===== config.mk =====
export PLATFORM = sky130hd
export DESIGN_NAME = gf180mcu_fd_sc_mcu7t5v0__clkdiv_prog
export DESIGN_NICKNAME = d
export VERILOG_FILES = /design/src/rtl/gf180mcu_fd_sc_mcu7t5v0__clkdiv_prog_pkg.sv /design/src/rtl/gf180mcu_fd_sc_mcu7t5v0__clkdiv_cnt.sv /design/src/rtl/gf180mcu_fd_sc_mcu7t5v0__clkdiv_prog.sv
export SDC_FILE = /design/constraint.sdc
export NUM_CORES = 1
export LEC_CHECK = 0
export ABC_AREA = 1
export BUFFER_PORTS_ARGS = -buffer_cell sky130_fd_sc_hd__buf_2
export CORE_ASPECT_RATIO = 0.7
export CORE_MARGIN = 4
export CORE_UTILIZATION = 50
export CTS_BUF_LIST = sky130_fd_sc_hd__clkbuf_8
export DETAILED_ROUTE_END_ITERATION = 10
export PLACE_DENSITY = 0.7
export SYNTH_ARGS = -nofsm -noshare
export SYNTH_HDL_FRONTEND = slang
export SYNTH_HIERARCHICAL = 1
export SYNTH_SLANG_ARGS = --single-unit

===== constraint.sdc =====
create_clock -name CLK -period 2.15 [get_ports CLK]
set_clock_uncertainty 0.05 [all_clocks]
set_input_delay 0.215 -clock CLK [delete_from_list [all_inputs] [get_ports CLK]]
set_output_delay 0.215 -clock CLK [all_outputs]
set_load 0.01 [all_outputs]

===== src/rtl/gf180mcu_fd_sc_mcu7t5v0__clkdiv_prog_pkg.sv =====
// Shared definitions for the programmable clock divider.
//   state_t : divider phase (IDLE, HI, LO)
//   MIN_DIV : smallest ratio the divider will run at; DIV values below it
//             are clamped up to it.
package gf180mcu_fd_sc_mcu7t5v0__clkdiv_prog_pkg;

  typedef enum logic [1:0] {
    IDLE = 2'd0,
    HI   = 2'd1,
    LO   = 2'd2
  } state_t;

  localparam int MIN_DIV = 2;

endpackage


===== src/rtl/gf180mcu_fd_sc_mcu7t5v0__clkdiv_cnt.sv =====
// Loadable down-counter with terminal-count flag for the clock divider.
//   clk      : source clock, rising edge
//   rst      : asynchronous active-high reset, clears the count to 0
//   load     : load load_val on the next rising edge
//   load_val : value to load (phase length minus 1)
//   tc       : high while the count is 0 (last cycle of the current phase)
// The count saturates at 0 instead of wrapping, so the divider state machine
// stays in control of every phase boundary.
module gf180mcu_fd_sc_mcu7t5v0__clkdiv_cnt #(
  parameter int WIDTH = 4
) (
  input  logic             clk,
  input  logic             rst,
  input  logic             load,
  input  logic [WIDTH-1:0] load_val,
  output logic             tc
);

  logic [WIDTH-1:0] cnt;

  always_ff @(posedge clk or posedge rst) begin
    if (rst) begin
      cnt <= '0;
    end else if (load) begin
      cnt <= load_val;
    end else if (cnt != '0) begin
      cnt <= cnt - WIDTH'(1);
    end
  end

  assign tc = (cnt == '0);

endmodule


===== src/rtl/gf180mcu_fd_sc_mcu7t5v0__clkdiv_prog.sv =====
// Programmable clock divider.
//   CLK  : source clock, all state updates on its rising edge
//   RST  : asynchronous active-high reset
//   EN   : divider enable, sampled on CLK
//   DIV  : requested division ratio N (0 and 1 run as 2)
//   Z    : registered divided clock, inverted when INVERT=1
//   TICK : one-CLK pulse in the first cycle of each high phase
//   BUSY : high while the divider is running (HI or LO)
// Each period is n = max(DIV,2) cycles: floor(n/2) high, the rest low. DIV is
// captured only when a high phase starts, and a stop request (EN low) lets the
// current period run to the end of its low phase so Z never glitches.
module gf180mcu_fd_sc_mcu7t5v0__clkdiv_prog
  import gf180mcu_fd_sc_mcu7t5v0__clkdiv_prog_pkg::*;
#(
  parameter int WIDTH  = 4,
  parameter bit INVERT = 1'b1
) (
  input  logic             CLK,
  input  logic             RST,
  input  logic             EN,
  input  logic [WIDTH-1:0] DIV,
  output logic             Z,
  output logic             TICK,
  output logic             BUSY
);

  localparam logic [WIDTH-1:0] MIN_N = WIDTH'(MIN_DIV);
  localparam logic [WIDTH-1:0] ONE   = WIDTH'(1);

  state_t           state, next_state;
  logic [WIDTH-1:0] shadow;
  logic [WIDTH-1:0] div_n;
  logic [WIDTH-1:0] hi_load_new;
  logic [WIDTH-1:0] lo_load;
  logic [WIDTH-1:0] cnt_val;
  logic             cnt_load;
  logic             cnt_tc;
  logic             shadow_load;
  logic             z_q;
  logic             tick_q;
  logic             busy_q;

  // A new high phase is sized from the incoming DIV (the value being
  // captured), while the low phase uses the ratio already held in shadow.
  assign div_n       = (DIV < MIN_N) ? MIN_N : DIV;
  assign hi_load_new = (div_n >> 1) - ONE;
  assign lo_load     = shadow - (shadow >> 1) - ONE;

  always_ff @(posedge CLK or posedge RST) begin
    if (RST) begin
      state <= IDLE;
    end else begin
      state <= next_state;
    end
  end

  always_comb begin
    next_state  = state;
    cnt_load    = 1'b0;
    cnt_val     = '0;
    shadow_load = 1'b0;
    case (state)
      IDLE: begin
        if (EN) begin
          next_state  = HI;
          shadow_load = 1'b1;
          cnt_load    = 1'b1;
          cnt_val     = hi_load_new;
        end
      end
      HI: begin
        if (cnt_tc) begin
          next_state = LO;
          cnt_load   = 1'b1;
          cnt_val    = lo_load;
        end
      end
      LO: begin
        // Only the last low cycle decides between another period and a stop.
        if (cnt_tc) begin
          if (EN) begin
            next_state  = HI;
            shadow_load = 1'b1;
            cnt_load    = 1'b1;
            cnt_val     = hi_load_new;
          end else begin
            next_state = IDLE;
            cnt_load   = 1'b1;
            cnt_val    = '0;
          end
        end
      end
      default: begin
        next_state = IDLE;
      end
    endcase
  end

  always_ff @(posedge CLK or posedge RST) begin
    if (RST) begin
      shadow <= MIN_N;
    end else if (shadow_load) begin
      shadow <= div_n;
    end
  end

  // Outputs are computed from the next state so they line up with the state
  // register and leave straight from flops.
  always_ff @(posedge CLK or posedge RST) begin
    if (RST) begin
      z_q    <= INVERT;
      tick_q <= 1'b0;
      busy_q <= 1'b0;
    end else begin
      z_q    <= (next_state == HI) ^ INVERT;
      tick_q <= (next_state == HI) && (state != HI);
      busy_q <= (next_state != IDLE);
    end
  end

  gf180mcu_fd_sc_mcu7t5v0__clkdiv_cnt #(
    .WIDTH(WIDTH)
  ) u_cnt (
    .clk      (CLK),
    .rst      (RST),
    .load     (cnt_load),
    .load_val (cnt_val),
    .tc       (cnt_tc)
  );

  assign Z    = z_q;
  assign TICK = tick_q;
  assign BUSY = busy_q;

endmodule

* Word-level counts from Yosys, hierarchy flattened
Cells that the tools add are included.
** Word-level totals
- Bits in registers :: 13
- Bits in latches :: 0
- RAM bits :: 0
- Bits in read-only memories :: 0
- Bits of input ports :: 7
- Logic and storage cells :: 40
- Memories :: 0
** Cells by class
- Add/sub/neg operators :: 4
- $mul :: 0
- Divide/modulo/power cells :: 0
- $lt $le $gt $ge :: 1
- Equality and inequality tests :: 4
- Shifts and indexed selects :: 0
- Muxes and demuxes :: 17
- Bitwise logic cells :: 1
- Reduce and logical (&&, ||, !) cells :: 7
** Operator list (count)
- $mux 4 :: 6
- $pmux 4 s3 :: 1
- $sub 4x1->4 const B :: 2
- $mux 2 :: 3
- $pmux 2 s3 :: 1
- $eq 2x1->1 const B :: 2
- $logic_not 4->1 :: 1
- $lt 4x2->1 const B :: 1
- $mux 1 :: 4
- $pmux 1 s2 :: 2
- $reduce_bool 2->1 :: 2
- $reduce_bool 4->1 :: 1
- $sub 3x1->4 const B :: 1
- $sub 4x3->4 :: 1
- $eq 2x2->1 const B :: 1
- $logic_not 2->1 :: 1
- $ne 2x1->1 const B :: 1
- $reduce_or 2->1 :: 1
- $logic_and 1x1->1 :: 1
- $not 1->1 :: 1

* Longest topological paths before layout
Gate-level depths: netlist (run 1).
- Word-level depth :: 7
- Depth in mapped cells :: 12
- Gate-level depth less buffers :: 12

* Modules after synthesis
The synthesis (run 1) kept the hierarchy.
** Modules (own cells, without submodules)
- gf180mcu_fd_sc_mcu7t5v0__clkdiv_prog :: times used 1, cells an instance 85, area an instance 673.1 sq um
- gf180mcu_fd_sc_mcu7t5v0__clkdiv_cnt :: times used 1, cells an instance 38, area an instance 259.0 sq um

* Worst setup path after synthesis (run 1)
No wires, ideal clock.
- Path type :: register to register
- Start :: reg u_cnt.cnt[0]
- End :: reg u_cnt.cnt[1]
- Arrival :: 1714 ps
- Slack :: 269 ps
- Stages on the path, launching flop included :: 10
- Buffers on the path :: 0
- Clock period less this slack :: 1881 ps
- Cell sequence :: dfrtp_1 > inv_1 > ha_1 > nand2_2 > inv_1 > nand2_1 > a21oi_1 > o21ai_0 > nand2_1 > nand2_1
** Between the ends
- Word-level cells in the longest chain between the ends :: 4
- Elaborated cells on any way between the ends :: 11
- Those cells by class :: add/sub: 1; mux: 7; reduce/logical: 3
** Ends and longest elaborated chain
- start: declaration :: RTL line gf180mcu_fd_sc_mcu7t5v0__clkdiv_cnt.sv:19 : logic [WIDTH-1:0] cnt;
- start signal: assignment :: RTL line gf180mcu_fd_sc_mcu7t5v0__clkdiv_cnt.sv:25 : cnt <= load_val;
- start signal: assignment :: RTL line gf180mcu_fd_sc_mcu7t5v0__clkdiv_cnt.sv:27 : cnt <= cnt - WIDTH'(1);
- $logic_not 4->1 (*) :: RTL line gf180mcu_fd_sc_mcu7t5v0__clkdiv_cnt.sv:31 : assign tc = (cnt == '0);
- via cnt_tc :: RTL line gf180mcu_fd_sc_mcu7t5v0__clkdiv_prog.sv:37 : logic cnt_tc;
- $mux 1 (*) :: RTL line gf180mcu_fd_sc_mcu7t5v0__clkdiv_prog.sv:80 : if (cnt_tc) begin
- $pmux 1 s2 (*) :: RTL line gf180mcu_fd_sc_mcu7t5v0__clkdiv_prog.sv:62 : case (state)
- via cnt_load :: RTL line gf180mcu_fd_sc_mcu7t5v0__clkdiv_prog.sv:36 : logic cnt_load;
- $mux 4 or $reduce_bool 2->1 (tied branches)
Mark *: on every way through the listed nets, which the timed path passes. The rest lies on a longest branch. The select of a mux whose other input is x is not followed.
A chain may end at the register's enable or synchronous reset.

* Worst setup path after layout (run 1)
- Start :: reg shadow[1]
- End :: reg u_cnt.cnt[1]
** Between the ends
- Word-level cells in the longest chain between the ends :: 5
** Ends and longest elaborated chain
- start: declaration :: RTL line gf180mcu_fd_sc_mcu7t5v0__clkdiv_prog.sv:31 : logic [WIDTH-1:0] shadow;
- start signal: assignment :: RTL line gf180mcu_fd_sc_mcu7t5v0__clkdiv_prog.sv:103 : shadow <= div_n;
- $sub 4x3->4 :: RTL line gf180mcu_fd_sc_mcu7t5v0__clkdiv_prog.sv:47 : assign lo_load = shadow - (shadow >> 1) - ONE;
- $sub 4x1->4 :: RTL line gf180mcu_fd_sc_mcu7t5v0__clkdiv_prog.sv:47
- $mux 4 :: RTL line gf180mcu_fd_sc_mcu7t5v0__clkdiv_prog.sv:72 : if (cnt_tc) begin
- $pmux 4 s3 :: RTL line gf180mcu_fd_sc_mcu7t5v0__clkdiv_prog.sv:62
- via cnt_val[1] :: RTL line gf180mcu_fd_sc_mcu7t5v0__clkdiv_prog.sv:35 : logic [WIDTH-1:0] cnt_val;
- $mux 4 :: RTL line gf180mcu_fd_sc_mcu7t5v0__clkdiv_cnt.sv:24 : end else if (load) begin
The timed path passes the listed nets, and every way through them passes these cells.

==> summary.md, run 1 <==
| Metric | Value |
|---|---|
| Max_cap viols | `0` |
| Clk_lat worst skew | `0.25 ns` |
| Setup ws final | `0.197 ns` |
| Net count after synthesis | `140` |
| Die W | `59.6 um` |
| Net Switching | `744 uW` |
| Register area | `328 um2` |
| P&R area growth vs syn | `14.4%` |
| Grt met1 use | `27.1%` |
| Via Count | `798` |
| Critical Path RT | `2.24 ns` |
| Num rows | `12` |
| Sequential area share after synthesis | `35.2%` |
| Cell count after synthesis | `123` |
| Flop pwr share | `29.8%` |
| Slew HR | `76.9%` |
| Combinational power share | `56.6%` |
| Syn avg cell area | `7.58 um2` |
| Internal power | `845 uW` |
| Max Slew Vio Count | `0` |
| Start point of the critical path | `shadow[1]` |
| I/O pins | `10` |
| Synth Register Bits | `13` |
| All-Layer GR Usage | `17.5%` |
| Clock network power share | `13.6%` |
| Worst path arrival time | `2.04 ns` |
| Final #Nets | `156` |
| Clock Path Buffers | `2` |
| CP Launch Type | `flop` |
| Final Hold Viols | `0` |
| Core box area | `1670 um2` |
| Die area | `2630 um2` |
| Final HPWL DP | `1.61 mm` |
| Layout cells sized above 1 | `20.3%` |
| Clock Tree Root | `clkbuf_8` |
| Status | `completed` |
| # clock sinks | `13` |
| Crit path capture type | `flop` |
| Leakage | `0.595 nW` |
| Fin crit period | `1.95 ns` |
| Routed WL per cell | `12.1 um` |
| CP Max Fanout | `4` |
| Vias in the first global route | `742` |
| Final instance area | `1070 um2` |
| Post-synth top area share | `29.5%` |
| Worst VDD drop | `0.776 mV` |
| CTS buffer count | `3` |
| Max Clock Freq | `512 MHz` |
| Hold/Removal Path Class | `in2reg` |
| Ys Warns | `6` |
| Initial drt markers | `32` |
| Die Height | `44.1 um` |
| Cell Area, Placed | `1010 um2` |
| Layer with the highest usage | `met1` |
| Netlist cell types | `21` |
| 1st-pass router iterations | `4` |
| First-pass GRT wire length | `3.41 mm` |
| Post-route ant nets | `0` |
| Worst min-delay path startpoint | `DIV[0]` |
| GRT met3 Usage | `5.25%` |
| GR Layer Usage met2 | `24.0%` |
| Period utilization | `90.8%` |
| Largest net degree at the start of global routing | `10` |
| Worst-path clk slew | `0.06 ns` |
| Initial antenna violation count | `0` |
| Synth area leader | `dfrtp_1` |
| Total gr overflow | `0` |
| DP Worst Slack | `0.229 ns` |
| PwrDens | `1490 nW/um2` |
| Worst Hold Margin | `0.155 ns` |
| Sum Neg Setup Slack | `0 ns` |
| Initial core utilization | `55.9%` |
| Synth area leaders | `dfrtp_1, nand2_1, ha_1, inv_1, dfstp_2` |
| Crit Path Class | `reg2reg` |
| Unrepaired setup endpoints after global routing | `false` |
| Final setup violation count | `0` |
| Inserted Diodes | `0` |
| Fill cells | `156` |
| RR Startpoint | `shadow[1]` |
| GPL Wtd Cong | `0.877` |
| Resized cells post-CTS | `0` |
| H-tree depth | `1` |
| Port bufs | `9` |
| TritonCTS clock tree | `built` |
| Synthesized area | `932 um2` |
| Slew @ Worst Pin | `0.346 ns` |
| Multi-input gate area in the final layout | `518 um2` |
| Number of remaining DRC errors | `0` |
| Vias/cell | `5.02` |
| Switch share | `46.8%` |
| Final wirelength | `1.93 mm` |
[through the flow]
stage | power [mW] | util, % | cells
6_report | 1.59 | 64.0 | 159
3_5_place_dp | 1.36 | 60.7 | 154
3_3_place_gp | 1.33 | 60.7 | 154
5_1_grt | 1.76 | 64.0 | 159
4_1_cts | 1.59 | 64.0 | 159
2_1_floorplan | 1.13 | - | 123
[sequential cells by signal, indices dropped and copies added (netlist names)]
register,flops
shadow,4
u_cnt/cnt,4
state,2
BUSY,1
TICK,1
Z,1
[worst max-delay path, cell delays in order, from the launching register on]
cell and delay [ns]:
dfstp_2 0.58, inv_1 0.06, ha_1 0.20, fa_1 0.45
a22o_1 0.24, nand2_1 0.05, o21ai_0 0.09, nand2_1 0.08
nand2_1 0.05
[cell usage in the layout (no fill, tap or decap)]
cell           instances
dlygate4sd3_1          1
nand2_1               37
buf_4                  1
xnor2_1                1
nand3_2                4
dfrtp_1               11
buf_2                  9
o211ai_1               1
xor2_1                 1
o21ai_1                1
nand2_2                2
nor2_2                 2
inv_1                 21
dfstp_2                2
o21ai_0                7
a21oi_1                6
a22o_1                 1
nor2_1                 6
ha_1                   9
inv_2                  3
nand3_1                5
fa_1                   1
o21a_1                 1
clkbuf_8               3
nor2_4                 2
[final cells by class]
| class | instances | share of cell area [%] |
|---|---|---|
| Sequential cell | 13 | 30.8 |
| Timing Repair Buffer | 11 | 5.87 |
| Clock buffer | 3 | 3.87 |
| Tap cell | 21 | 2.46 |
| Clock inverter | 1 | 0.352 |
| Inverter | 23 | 8.10 |
| Multi-Input combinational cell | 87 | 48.6 |
[power by group through the flow]
stage                     sequential (mW)  combinational, mW  clock (mW)
final                               0.473              0.900       0.216
after global routing                0.487               1.04       0.229
after CTS                           0.472              0.898       0.221
after detailed placement            0.473              0.891           0
after global placement              0.472              0.859           0
after floorplan                     0.460              0.666           0
[worst paths after layout]
kind                                 to  slack (ns)  cells after the start
max in group asynchronous     shadow[1]        1.32                      3
hold reg to reg            u_cnt/cnt[0]        0.45                      2
min in group asynchronous  u_cnt/cnt[0]        0.35                      3
setup reg to reg           u_cnt/cnt[1]        0.20                      8
hold / removal                shadow[0]        0.15                      3
setup / recovery           u_cnt/cnt[1]        0.20                      8
[kinds of logic after synthesis]
logic type	synth area share, %
buffers and inverters	9.26
AOI/OAI and AO/OA	10.1
adders and majority gates	14.2
and+or+nand+nor	29.4
xor gates and xnor gates	1.88
DFF	35.2
[routing by layer]
| metal | vias up | routed length [um] |
|---|---|---|
| li1 | 413 | - |
| met4 | 0 | 0 |
| met1 | 361 | 1050 |
| met5 | - | 0 |
| met2 | 24 | 726 |
| met3 | 0 | 152 |
[synth_stat cells]
library cell  count
inv_2             3
inv_1            20
nor2_4            2
o21ai_0           7
a21oi_1           6
o211ai_1          1
dfstp_2           2
nand3_1           5
nand2_1          37
o21ai_1           1
dfrtp_1          11
nor2_2            2
o21a_1            1
nor2_1            6
nand3_2           4
nand2_2           2
xnor2_1           1
a22o_1            1
xor2_1            1
ha_1              9
fa_1              1
[what timing repair did]
item,4_1_cts,5_1_grt
endpoints found under the setup margin,0,0
endpoints found under the hold margin,11,0
setup buffers,0,0
hold buffers,1,0
Power figures use the tool's default switching activity.
==> run 2, diff against run 1 <==
--- a/config.mk
+++ b/config.mk
@@ -8,10 +8,9 @@
 export ABC_AREA = 1
 export BUFFER_PORTS_ARGS = -buffer_cell sky130_fd_sc_hd__buf_2
-export CORE_ASPECT_RATIO = 0.7
 export CORE_MARGIN = 4
-export CORE_UTILIZATION = 50
+export CORE_UTILIZATION = 59
 export CTS_BUF_LIST = sky130_fd_sc_hd__clkbuf_8
 export DETAILED_ROUTE_END_ITERATION = 10
-export PLACE_DENSITY = 0.7
+export PLACE_DENSITY = 0.8
 export SYNTH_ARGS = -nofsm -noshare
 export SYNTH_HDL_FRONTEND = slang
==> constraint.sdc (replaced) <==
create_clock -name CLK -period 2.15 [get_ports CLK]
set_clock_uncertainty 0.05 [all_clocks]
set_input_delay 0.1075 -clock CLK [delete_from_list [all_inputs] [get_ports CLK]]
set_output_delay 0.1075 -clock CLK [all_outputs]
set_load 0.01 [all_outputs]
==> summary.md, run 2 (synthesis results as in run 1) <==
| Metric | Value |
|---|---|
| Routed WL per cell | `10.4 um (was 12.1 um)` |
| CP Launch Type | `flop (unchanged)` |
| Clock Tree Root | `clkbuf_8 (unchanged)` |
| Crit path capture type | `flop (unchanged)` |
| DP Worst Slack | `0.279 ns (was 0.229 ns)` |
| Final Hold Viols | `0 (unchanged)` |
| Number of remaining DRC errors | `0 (unchanged)` |
| Initial drt markers | `15 (was 32)` |
| H-tree depth | `1 (unchanged)` |
| Final HPWL DP | `1.33 mm (was 1.61 mm)` |
| # clock sinks | `13 (unchanged)` |
| Final wirelength | `1.60 mm (was 1.93 mm)` |
| Hold depth | `3 (unchanged)` |
| Largest net degree at the start of global routing | `10 (unchanged)` |
| Worst reg2reg path depth | `8 (unchanged)` |
| Die Height | `47.8 um (was 44.1 um)` |
| I/O pins | `10 (unchanged)` |
| Vias/cell | `4.90 (was 5.02)` |
| Setup slack, reg-to-reg | `0.27 ns (was 0.20 ns)` |
| Sum Neg Setup Slack | `0 ns (unchanged)` |
| All-Layer GR Usage | `17.6% (was 17.5%)` |
| Critical Path RT | `2.23 ns (was 2.24 ns)` |
| Worst VDD drop | `0.790 mV (was 0.776 mV)` |
| Worst path arrival time | `1.96 ns (was 2.04 ns)` |
| FF-to-FF End | `u_cnt/cnt[1] (unchanged)` |
| GPL Wtd Cong | `0.806 (was 0.877)` |
| CP Max Fanout | `4 (unchanged)` |
| Status | `completed (unchanged)` |
| Vias in the first global route | `708 (was 742)` |
| Via Count | `754 (was 798)` |
| Most common cell after layout, fill and taps aside | `nand2_1 (unchanged)` |
| P&R area growth vs syn | `13.7% (was 14.4%)` |
| Clk_lat worst skew | `0.24 ns (was 0.25 ns)` |
| Unrepaired setup endpoints after global routing | `false (unchanged)` |
| RR Startpoint | `shadow[1] (unchanged)` |
| Hold path endpoint | `shadow[2] (was shadow[0])` |
| Setup ws final | `0.269 ns (was 0.197 ns)` |
| CTS buffer count | `3 (unchanged)` |
| Fin crit period | `1.88 ns (was 1.95 ns)` |
| Port bufs | `9 (unchanged)` |
| Period utilization | `87.5% (was 90.8%)` |
| Hold/Removal Path Class | `in2reg (unchanged)` |
| Worst min-delay path startpoint | `DIV[2] (was DIV[0])` |
| First-pass GRT wire length | `2.89 mm (was 3.41 mm)` |
| Final setup violation count | `0 (unchanged)` |
| Most frequent cells in the layout | `nand2_1, inv_1, dfrtp_1 (unchanged)` |
| Worst-path clk slew | `0.06 ns (about the same)` |
| Number of post-CTS setup repair buffers | `0 (unchanged)` |
| Regs by FF count | `shadow: 4 flops, u_cnt/cnt: 4 flops, state: 2 flops (unchanged)` |
| Slew @ Worst Pin | `0.362 ns (was 0.346 ns)` |
| Layout cells sized above 1 | `20.3% (unchanged)` |
| Final #Nets | `156 (unchanged)` |
| Inserted Diodes | `0 (unchanged)` |
| Overall power | `1.52 mW (was 1.59 mW)` |
| TritonCTS clock tree | `built (unchanged)` |
| Max Slew Vio Count | `0 (unchanged)` |
| Core box area | `1510 um2 (was 1670 um2)` |
| Die area | `2280 um2 (was 2630 um2)` |
| Total gr overflow | `0 (unchanged)` |
| Initial core utilization | `61.9% (was 55.9%)` |
| Post-route ant nets | `0 (unchanged)` |
| Max Clock Freq | `532 MHz (was 512 MHz)` |
| Max_cap viols | `0 (unchanged)` |
| 1st-pass router iterations | `4 (unchanged)` |
| Initial antenna violation count | `0 (unchanged)` |
| Crit Path Class | `reg2reg (unchanged)` |
| Leakage | `0.595 nW (unchanged)` |
| PwrDens | `1430 nW/um2 (was 1490 nW/um2)` |
| Clock Path Buffers | `2 (unchanged)` |
| Num rows | `14 (was 12)` |
| Die W | `47.8 um (was 59.6 um)` |
| Slew HR | `75.8% (was 76.9%)` |
run 2: how the worst max path moves through the flow:
stage	start	to	slack, ns	cells past startpoint
final	shadow[1]	u_cnt/cnt[1]	0.27	8
after global routing	u_cnt/cnt[0]	u_cnt/cnt[0]	0.03	12
after CTS	shadow[1]	u_cnt/cnt[1]	0.26	8
after detailed placement	shadow[1]	u_cnt/cnt[1]	0.28	8
after global placement	u_cnt/cnt[0]	u_cnt/cnt[0]	0.32	12
after floorplan	u_cnt/cnt[0]	u_cnt/cnt[1]	0.27	9
run 2: routing by layer:
metal / part of all wire [%] / vias up / GRT usage [%]
met3: 1.4 / 0 / 3.38
met1: 49 / 336 / 24.3
met4: 0 / 0 / 3.23
met5: 0 / - / 0
met2: 49 / 6 / 28.8
li1: - / 412 / -
run 2: what timing repair did:
action,in CTS,in global routing
endpoints found under the hold margin,11,0
hold buffers,1,0
resized for setup,0,0
run 2: cell type report:
cell class	instances	area [um2]
Clock buffer	3	41.3
Multi-Input combinational cell	87	518
Sequential cell	13	328
Inverter	23	86.3
Fill cell	129	447
Tap cell	16	20.0
Clock inverter	1	3.75
Timing Repair Buffer	11	62.6
run 2: metrics by stage:
| stage | hold WS [ns] | instances | utilization, % | cell area (um2) |
|---|---|---|---|---|
| after floorplan | -0.176 | 123 | - | 932 |
| after global placement | -0.0486 | 149 | 66.7 | 1000 |
| after detailed placement | -0.0480 | 149 | 66.7 | 1000 |
| after CTS | 0.0413 | 154 | 70.3 | 1060 |
| after global routing | 0.0582 | 154 | 70.3 | 1060 |
| final | 0.0499 | 154 | 70.3 | 1060 |
run 2: worst max-delay path, cell delays in order (launching register included):
cell	delay, ns
dfstp_2	0.57
inv_1	0.05
ha_1	0.20
fa_1	0.43
a22o_1	0.24
nand2_1	0.05
o21ai_0	0.07
nand2_1	0.07
nand2_1	0.04
run 2: where the power goes:
| group | internal, mW | total (mW) | switching (mW) |
|---|---|---|---|
| logic | 0.334 | 0.854 | 0.520 |
| registers | 0.376 | 0.459 | 0.0836 |
| clock network | 0.125 | 0.207 | 0.0818 |
